### src/rtl/ofmap_stream_unchainer.sv
// Drains one accumulation-buffer bank per bank_rdy handshake, splitting each OC0-wide
// chained word into OUT_LANES-wide beats on a valid/ready stream with optional ReLU.
module ofmap_stream_unchainer #(
    parameter int DATA_WIDTH      = 32,
    parameter int OC0             = 4,
    parameter int OUT_LANES       = 1,
    parameter int BANK_ADDR_WIDTH = 16,
    parameter int COUNTER_WID     = 16
) (
    input  logic                            clk,
    input  logic                            rst_n,
    input  logic                            config_en,
    input  logic [BANK_ADDR_WIDTH-1:0]      config_words,
    input  logic [COUNTER_WID-1:0]          config_banks,
    input  logic                            config_relu,
    input  logic                            bank_rdy,
    output logic                            bank_done,
    output logic                            ren,
    output logic [BANK_ADDR_WIDTH-1:0]      raddr,
    input  logic [DATA_WIDTH*OC0-1:0]       rdata,
    output logic [DATA_WIDTH*OUT_LANES-1:0] ofmap_dat,
    output logic                            ofmap_vld,
    input  logic                            ofmap_rdy,
    output logic [COUNTER_WID-1:0]          bank_count,
    output logic                            all_done
);

    localparam int BEATS   = OC0 / OUT_LANES;
    localparam int BEAT_W  = (BEATS > 1) ? $clog2(BEATS) : 1;
    localparam int WORD_W  = DATA_WIDTH * OC0;
    localparam int BEAT_DW = DATA_WIDTH * OUT_LANES;
    localparam logic [BEAT_W-1:0] LAST_BEAT = BEAT_W'(BEATS - 1);

    typedef enum logic [2:0] {
        IDLE,
        WAIT_BANK,
        READ,
        LOAD,
        SHIFT,
        DONE_BANK,
        FINISHED
    } state_t;

    state_t                     state;
    state_t                     state_next;
    logic [BANK_ADDR_WIDTH-1:0] words_q;
    logic [BANK_ADDR_WIDTH-1:0] addr;
    logic [COUNTER_WID-1:0]     banks_q;
    logic [COUNTER_WID-1:0]     count_q;
    logic [COUNTER_WID-1:0]     count_inc;
    logic                       relu_q;
    logic [BEAT_W-1:0]          beat;
    logic [WORD_W-1:0]          shreg;
    logic [WORD_W-1:0]          load_word;
    logic                       cfg_ok;
    logic                       xfer;
    logic                       last_beat;
    logic                       last_word;

    assign cfg_ok    = config_en && ((state == IDLE) || (state == FINISHED));
    assign xfer      = (state == SHIFT) && ofmap_rdy;
    assign last_beat = (beat == LAST_BEAT);
    assign last_word = (addr == (words_q - BANK_ADDR_WIDTH'(1)));
    assign count_inc = count_q + COUNTER_WID'(1);

    // addr only moves on the cycle that enters READ, so it doubles as a held raddr.
    assign ren        = (state == READ);
    assign raddr      = addr;
    assign ofmap_vld  = (state == SHIFT);
    assign ofmap_dat  = shreg[BEAT_DW-1:0];
    assign bank_done  = (state == DONE_BANK);
    assign all_done   = (state == FINISHED);
    assign bank_count = count_q;

    always_comb begin
        // NOTE: every comb output gets a default first, so no path can infer a latch.
        load_word = rdata;
        for (int i = 0; i < OC0; i++) begin
            if (relu_q && rdata[DATA_WIDTH*(i+1)-1]) begin
                load_word[DATA_WIDTH*i +: DATA_WIDTH] = '0;
            end
        end
    end

    always_comb begin
        state_next = state;
        unique case (state)
            IDLE:      if (config_en) state_next = WAIT_BANK;
            WAIT_BANK: if (bank_rdy) state_next = READ;
            READ:      state_next = LOAD;
            LOAD:      state_next = SHIFT;
            SHIFT:     if (xfer && last_beat) state_next = last_word ? DONE_BANK : READ;
            DONE_BANK: state_next = (count_inc == banks_q) ? FINISHED : WAIT_BANK;
            FINISHED:  if (config_en) state_next = WAIT_BANK;
            default:   state_next = IDLE;
        endcase
    end

    // NOTE: registers use non-blocking assignment so each reads pre-edge values.
    always_ff @(posedge clk) begin
        if (!rst_n) begin
            state   <= IDLE;
            words_q <= '0;
            banks_q <= '0;
            relu_q  <= 1'b0;
            count_q <= '0;
            addr    <= '0;
            beat    <= '0;
            shreg   <= '0;
        end else begin
            state <= state_next;
            if (cfg_ok) begin
                words_q <= (config_words == '0) ? BANK_ADDR_WIDTH'(1) : config_words;
                banks_q <= (config_banks == '0) ? COUNTER_WID'(1) : config_banks;
                relu_q  <= config_relu;
                count_q <= '0;
            end
            if ((state == WAIT_BANK) && bank_rdy) begin
                addr <= '0;
            end
            if (state == LOAD) begin
                shreg <= load_word;
                beat  <= '0;
            end
            if (xfer) begin
                shreg <= shreg >> BEAT_DW;
                if (!last_beat) begin
                    beat <= beat + BEAT_W'(1);
                end else if (!last_word) begin
                    addr <= addr + BANK_ADDR_WIDTH'(1);
                end
            end
            if (state == DONE_BANK) begin
                count_q <= count_inc;
            end
        end
    end

endmodule

### config.mk
export PLATFORM = sky130hd
export DESIGN_NAME = ofmap_stream_unchainer
export DESIGN_NICKNAME = d
export VERILOG_FILES = /design/src/rtl/ofmap_stream_unchainer.sv
export SDC_FILE = /design/constraint.sdc
export NUM_CORES = 1
export LEC_CHECK = 0
export ABC_AREA = 1
export ABC_CLOCK_PERIOD_IN_PS = 2200
export BUFFER_PORTS_ARGS = -buffer_cell sky130_fd_sc_hd__buf_2
export CORE_ASPECT_RATIO = 0.8
export CORE_UTILIZATION = 35
export CTS_CLUSTER_DIAMETER = 150
export DETAILED_ROUTE_END_ITERATION = 12
export GPL_TIMING_DRIVEN = 0
export RECOVER_POWER = 50
export SLEW_MARGIN = 25
export SYNTH_ARGS = -nofsm -noshare
export SYNTH_HDL_FRONTEND = slang
export SYNTH_SLANG_ARGS = --single-unit
### constraint.sdc
create_clock -name clk -period 2.2 [get_ports clk]
set_input_delay 0.22 -clock clk [delete_from_list [all_inputs] [get_ports clk]]
set_output_delay 0.22 -clock clk [all_outputs]
set_load 0.1 [all_outputs]
# Yosys cells after proc, flatten, opt, wreduce, memory -nomap -nowiden

Index checks and enable logic that the tools add are counted.

Register bits: 198
Input bits: 166
Output and inout port bits: 68
Logic and storage cells: 66

Add/subtract/negate cells: 4
Equality and inequality tests: 12
Muxes and demuxes: 23
Bitwise logic cells: 1
Reduce and logical (&&, ||, !) cells: 17

Operators with widths:

| operator              | count |
|---|---|
| $mux 96               | 2 |
| $mux 16               | 8 |
| $mux 32               | 4 |
| $add 16x1->16 const B | 2 |
| $eq 16x16->1          | 2 |
| $logic_not 16->1      | 2 |
| $pmux 3 s6            | 1 |
| $sub 16x1->16 const B | 1 |
| $mux 3                | 5 |
| $eq 3x3->1 const B    | 3 |
| $logic_and 1x1->1     | 8 |
| $eq 3x2->1 const B    | 2 |
| $mux 2                | 3 |
| $ne 2x1->1 const B    | 2 |
| $reduce_bool 2->1     | 2 |
| $reduce_or 2->1       | 2 |
| $eq 3x1->1 const B    | 1 |
| $logic_not 3->1       | 1 |
| $reduce_and 3->1      | 1 |
| $add 2x1->2 const B   | 1 |
| $eq 2x2->1 const B    | 1 |
| $ne 2x2->1 const B    | 1 |
| $logic_or 1x1->1      | 1 |
| $not 1->1             | 1 |

# Depth between registers and ports, before layout

Depth in word-level cells: 6
Depth in mapped cells: 16
Mapped depth without buffers: 16

# Least setup slack after synthesis

OpenSTA, ideal clock, no wires.

Path kind: flip-flop to flip-flop
Start: register state[2]
End: register state[1]
Arrival time: 3185 ps
Required time: 2130 ps
Slack: -1056 ps
Stages on the path, launching flop included: 8
Buffers on the path: 1
Clock period less this slack: 3256 ps
Path through: dfxtp_1 > buf_2 > nor3_1 > or2_2 > a21oi_1 > nand2_1 > nand2_1 > a21oi_1

Elaborated cells between the ends (all ways): 15

RTL lines:

| item                   | RTL line | text |
|---|---|---|
| from (decl)            | 44       | `state_t state;` |
| from (signal assigned) | 111      | `state <= state_next;` |
| $eq 3x2->1             | --       |  |
| via ren                | 18       | `output logic ren,` |
| $pmux 3 s6             | 87       | `unique case (state)` |

The timed path passes the listed nets, and every way through them passes these cells.
A chain may end at the register's enable or synchronous reset.

# Final worst setup path

Start: register words_q[0]
End: register addr[0] (netlist: raddr[0])

Word-level cells in the longest chain between the ends: 5

Ends and longest elaborated chain:

| item                   | RTL line | text |
|---|---|---|
| from (decl)            | 46       | `logic [BANK_ADDR_WIDTH-1:0] words_q;` |
| from (signal assigned) | 113      | `words_q <= (config_words == '0) ? BANK_ADDR_WIDTH'(1) : config_words;` |
| $sub 16x1->16          | 63       | `assign last_word = (addr == (words_q - BANK_ADDR_WIDTH'(1)));` |
| $eq 16x16->1           | 63       |  |
| $mux 16                | 129      | `end else if (!last_word) begin` |
| $mux 16                | 127      | `if (!last_beat) begin` |
| $mux 16                | 125      | `if (xfer) begin` |
| to (signal assigned)   | 130      | `addr <= addr + BANK_ADDR_WIDTH'(1);` |
| to (decl)              | 47       | `logic [BANK_ADDR_WIDTH-1:0] addr;` |

Every way passes these cells.

==> results.sh <==
export IMPL_grt_pass1_wl_mm=51.94
export IMPL_avgSynthCellArea_sq_um=6.978
export IMPL_core_area_sq_mm=0.02835
export IMPL_stdcell_area_sq_mm=0.01273
export IMPL_reg2regPathDepth=15
export IMPL_swShare=0.3755
export IMPL_viasPerCell=5.039
export IMPL_numCtsBuffers=17
export IMPL_dieWidth_um=192.3
export IMPL_skew_ns=0.01587
export IMPL_r2r_end="raddr[0]"
export IMPL_via_count=10597
export IMPL_n_fill_cell=2963
export IMPL_cap_violations=0
export IMPL_synth_commonest_cells="421 x nand2_1, 198 x dfxtp_1, 163 x nand3_1"
export IMPL_yosys_area_top_type="dfxtp_1"
export IMPL_drtAntennaViolNets=0
export IMPL_io_pins=234
export IMPL_ys_warn_count=0
export IMPL_min_period_over_period=0.9624
export IMPL_cp_end_kind="flop"
export IMPL_timing_final_hold_violations=0
export IMPL_hp_class="in -> reg"
export IMPL_pwr_share_seq=0.375
export IMPL_antenna_found_initial=6
export IMPL_hp_start="config_words[14]"
export IMPL_p_switching_w=0.004264
export IMPL_crit_slowest_cell="dfxtp_2"
export IMPL_ctsRootBufferMaster="clkbuf_16"
export IMPL_die_area_sq_mm=0.02966
export IMPL_ff2ff_setup_slack_ns=0.08
export IMPL_drv_slew=0
export IMPL_grt_pass1_vias=9386
export IMPL_timing_final_crit_period_ns=2.117
export IMPL_io_buffers=232
export IMPL_ys_seq_area_frac=0.3910
export IMPL_synthArstFlopShare=0
export IMPL_synth_ff_latch_count=198
export IMPL_drt_pass1_iter_count=6
export IMPL_crit_reg2reg_launch="words_q[0]"
export IMPL_dpl_cell_area_sq_mm=0.01181
export IMPL_status="finished clean"
export IMPL_path_clk_slew_ns=0.09
export IMPL_nNetsFinal=1884
export IMPL_max_freq_ghz=0.4723
export IMPL_finalSetupViolCount=0
export IMPL_crit_required_ns=2.50
export IMPL_htree_levels=4
export IMPL_critical_path_arrival_ns=2.42
export IMPL_die_height_um=154.2
export IMPL_syn_inst=1453
export IMPL_syn_nets=1623
export IMPL_slew_headroom=0.2248
export IMPL_synthTopCellsByArea="dfxtp_1 39%, nand2_1 16%, nand3_1 8.0%"
export IMPL_dpl_hpwl_mm=26.63
export IMPL_routedWlPerCell_um=16.16
export IMPL_syn2layout_area_growth_pct=25.56
export IMPL_crit_type="reg -> reg"
export IMPL_fin_util=0.4490
export IMPL_final_layout_size_suffix_gt1_frac=0.2490
export IMPL_rows=55
export IMPL_p_int_w=0.007091
export IMPL_clock_latency_ns=0.44
export IMPL_yosys_most_used_dff="dfxtp_1"
export IMPL_setup_worst_path_start_class="flop"
export IMPL_totalWireLength_mm=33.98
export IMPL_worst_pin_slew_ns=1.168
export IMPL_drc=0
export IMPL_placed_cells=2055
export IMPL_synth_edf_count=0
export IMPL_clk_path_buf_depth=2
export IMPL_power_frac_clock=0.315
export IMPL_multi_input_area_sq_mm=0.005274
export IMPL_cp_max_fo=6
export IMPL_power_density_mw_per_mm2=892.0
export IMPL_netlist_area_sq_mm=0.01014
export IMPL_start_util=0.3576
export IMPL_critical_path_max_stage_delay_ns=0.34
export IMPL_cts_num_sinks=198
export IMPL_total_power_w=0.01136
export IMPL_synth_top_area_share=0.3910
export IMPL_path_cells="inv_4 -> ha_4 -> nand2_4 -> nor2_4 -> nand2_1 -> nand2_1 -> nand2_1 -> nor2_1 -> nand2_1 -> nor2_4 -> nand2_4 -> nand2_4 -> clkinvlp_4 -> a21oi_2 -> nor3_2"
export IMPL_stdcell_count=2103
export IMPL_synth_cell_type_count=42
export IMPL_min_to="words_q[14]"
export IMPL_grt_max_degree=20
export IMPL_p_comb_frac=0.311
export IMPL_register_area_sq_mm=0.004003
export IMPL_min_path_cells=3
export IMPL_first_iter_violations=779
export IMPL_rsz0062_at_grt="true"
export IMPL_grtUsageTotal=0.2262
export IMPL_cts_tree="done"
export IMPL_cp_common_cell="nand2_1"
export IMPL_synth_most_common_cell="nand2_1"
export IMPL_ir_drop_v=0.0005349
export IMPL_p_leak_nw=5.028
export IMPL_tns_ns=0
export IMPL_grt_overflow=0
export IMPL_gp_congestion=0.9066
## sequential cells by signal (all words and copies together), names as in the netlist
signal,cells
shreg,128
bank_count,16
banks_q,16
raddr,16
words_q,16
state,3
beat,2
relu_q,1
## power groups by stage
| stage | registers, W | clock network [W] | logic (W) |
|---|---|---|---|
| floorplan | 0.00422 | 0 | 0.00248 |
| finish | 0.00426 | 0.00357 | 0.00353 |
| detailed placement | 0.00431 | 0 | 0.00331 |
| global route | 0.00430 | 0.00378 | 0.00390 |
| global placement | 0.00431 | 0 | 0.00327 |
| CTS | 0.00424 | 0.00365 | 0.00336 |
## worst max path at each step
| stage | from | cells past startpoint | end | slack (ns) |
|---|---|---|---|---|
| after floorplan | bank_count[0] | 13 | state[2] | 0.006 |
| after global placement | state[1] | 7 | shreg[107] | -0.35 |
| after detailed placement | state[1] | 7 | shreg[107] | -0.37 |
| after CTS | state[0] | 10 | shreg[80] | 0.002 |
| after global routing | words_q[4] | 14 | raddr[0] | -0.04 |
| final | words_q[0] | 15 | raddr[0] | 0.08 |
## critical path, delay by kind of cell (launching register included)
kind / cells / cell delay [ns]
and+or+nand+nor: 11 / 1.08
DFF: 1 / 0.34
buffers and inverters: 2 / 0.24
adders and majority gates: 1 / 0.18
AOI/OAI and AO/OA: 1 / 0.15
## area by class of cell
| class | count | share of cell area |
|---|---|---|
| multi-input combinational | 1026 | 0.4143 |
| sequential | 198 | 0.3144 |
| timing repair buffer | 242 | 0.09691 |
| buffer | 120 | 0.05131 |
| tap | 370 | 0.03637 |
| clock buffer | 18 | 0.03450 |
| inverter | 109 | 0.03263 |
| clock inverter | 14 | 0.01838 |
| antenna | 6 | 0.001179 |
## kinds of logic (layout without fill, tap and decap cells)
| family | after synthesis | in the layout | synth area share |
|---|---|---|---|
| adder cells (fa/ha/maj) | 4 | 4 | 0.004937 |
| other | 0 | 6 | 0 |
| XOR/XNOR | 31 | 31 | 0.02678 |
| buffers and inverters | 229 | 503 | 0.1016 |
| AO/OA/AOI/OAI | 250 | 250 | 0.1553 |
| AND/OR/NAND/NOR | 741 | 741 | 0.3205 |
| flip-flops | 198 | 198 | 0.3910 |
## per-stage QoR
| stage | worst slack [ns] | hold slack [ns] |
|---|---|---|
| after floorplan | 0.006102 | 0.3646 |
| after global placement | -0.3521 | 0.4425 |
| after detailed placement | -0.3697 | 0.4499 |
| after CTS | 0.001951 | 0.01376 |
| after global routing | -0.04500 | 0.03521 |
| final | 0.08265 | 0.02596 |
## cell usage in the layout, fill, tap and decap left out, types with 9 or more instances in the layout
| master | instances |
|---|---|
| nand2_1 | 418 |
| a31oi_1 | 93 |
| a21oi_1 | 72 |
| a211oi_1 | 40 |
| clkbuf_16 | 17 |
| buf_4 | 42 |
| xnor2_1 | 9 |
| nor2_4 | 9 |
| clkbuf_2 | 60 |
| clkbuf_1 | 71 |
| nor4_1 | 9 |
| xor2_1 | 22 |
| o21ai_0 | 16 |
| nand3_1 | 161 |
| dfxtp_1 | 169 |
| inv_1 | 98 |
| buf_2 | 178 |
| nand4_1 | 11 |
| dfxtp_2 | 28 |
| nor2_2 | 15 |
| nor2_1 | 78 |
## metal layers
metal,part of all wire,GRT usage
met3,0.066,0.03880
met5,0,0
met2,0.41,0.3169
met1,0.51,0.3493
met4,0.016,0.06037
## what timing repair did
action                     in CTS  in global routing
hold buffers                    0                  0
gates resized for setup        15                 49
setup endpoints to repair     102                108
setup buffers                   2                  8
pin swaps                       1                 18
Power figures use the tool's default switching activity.
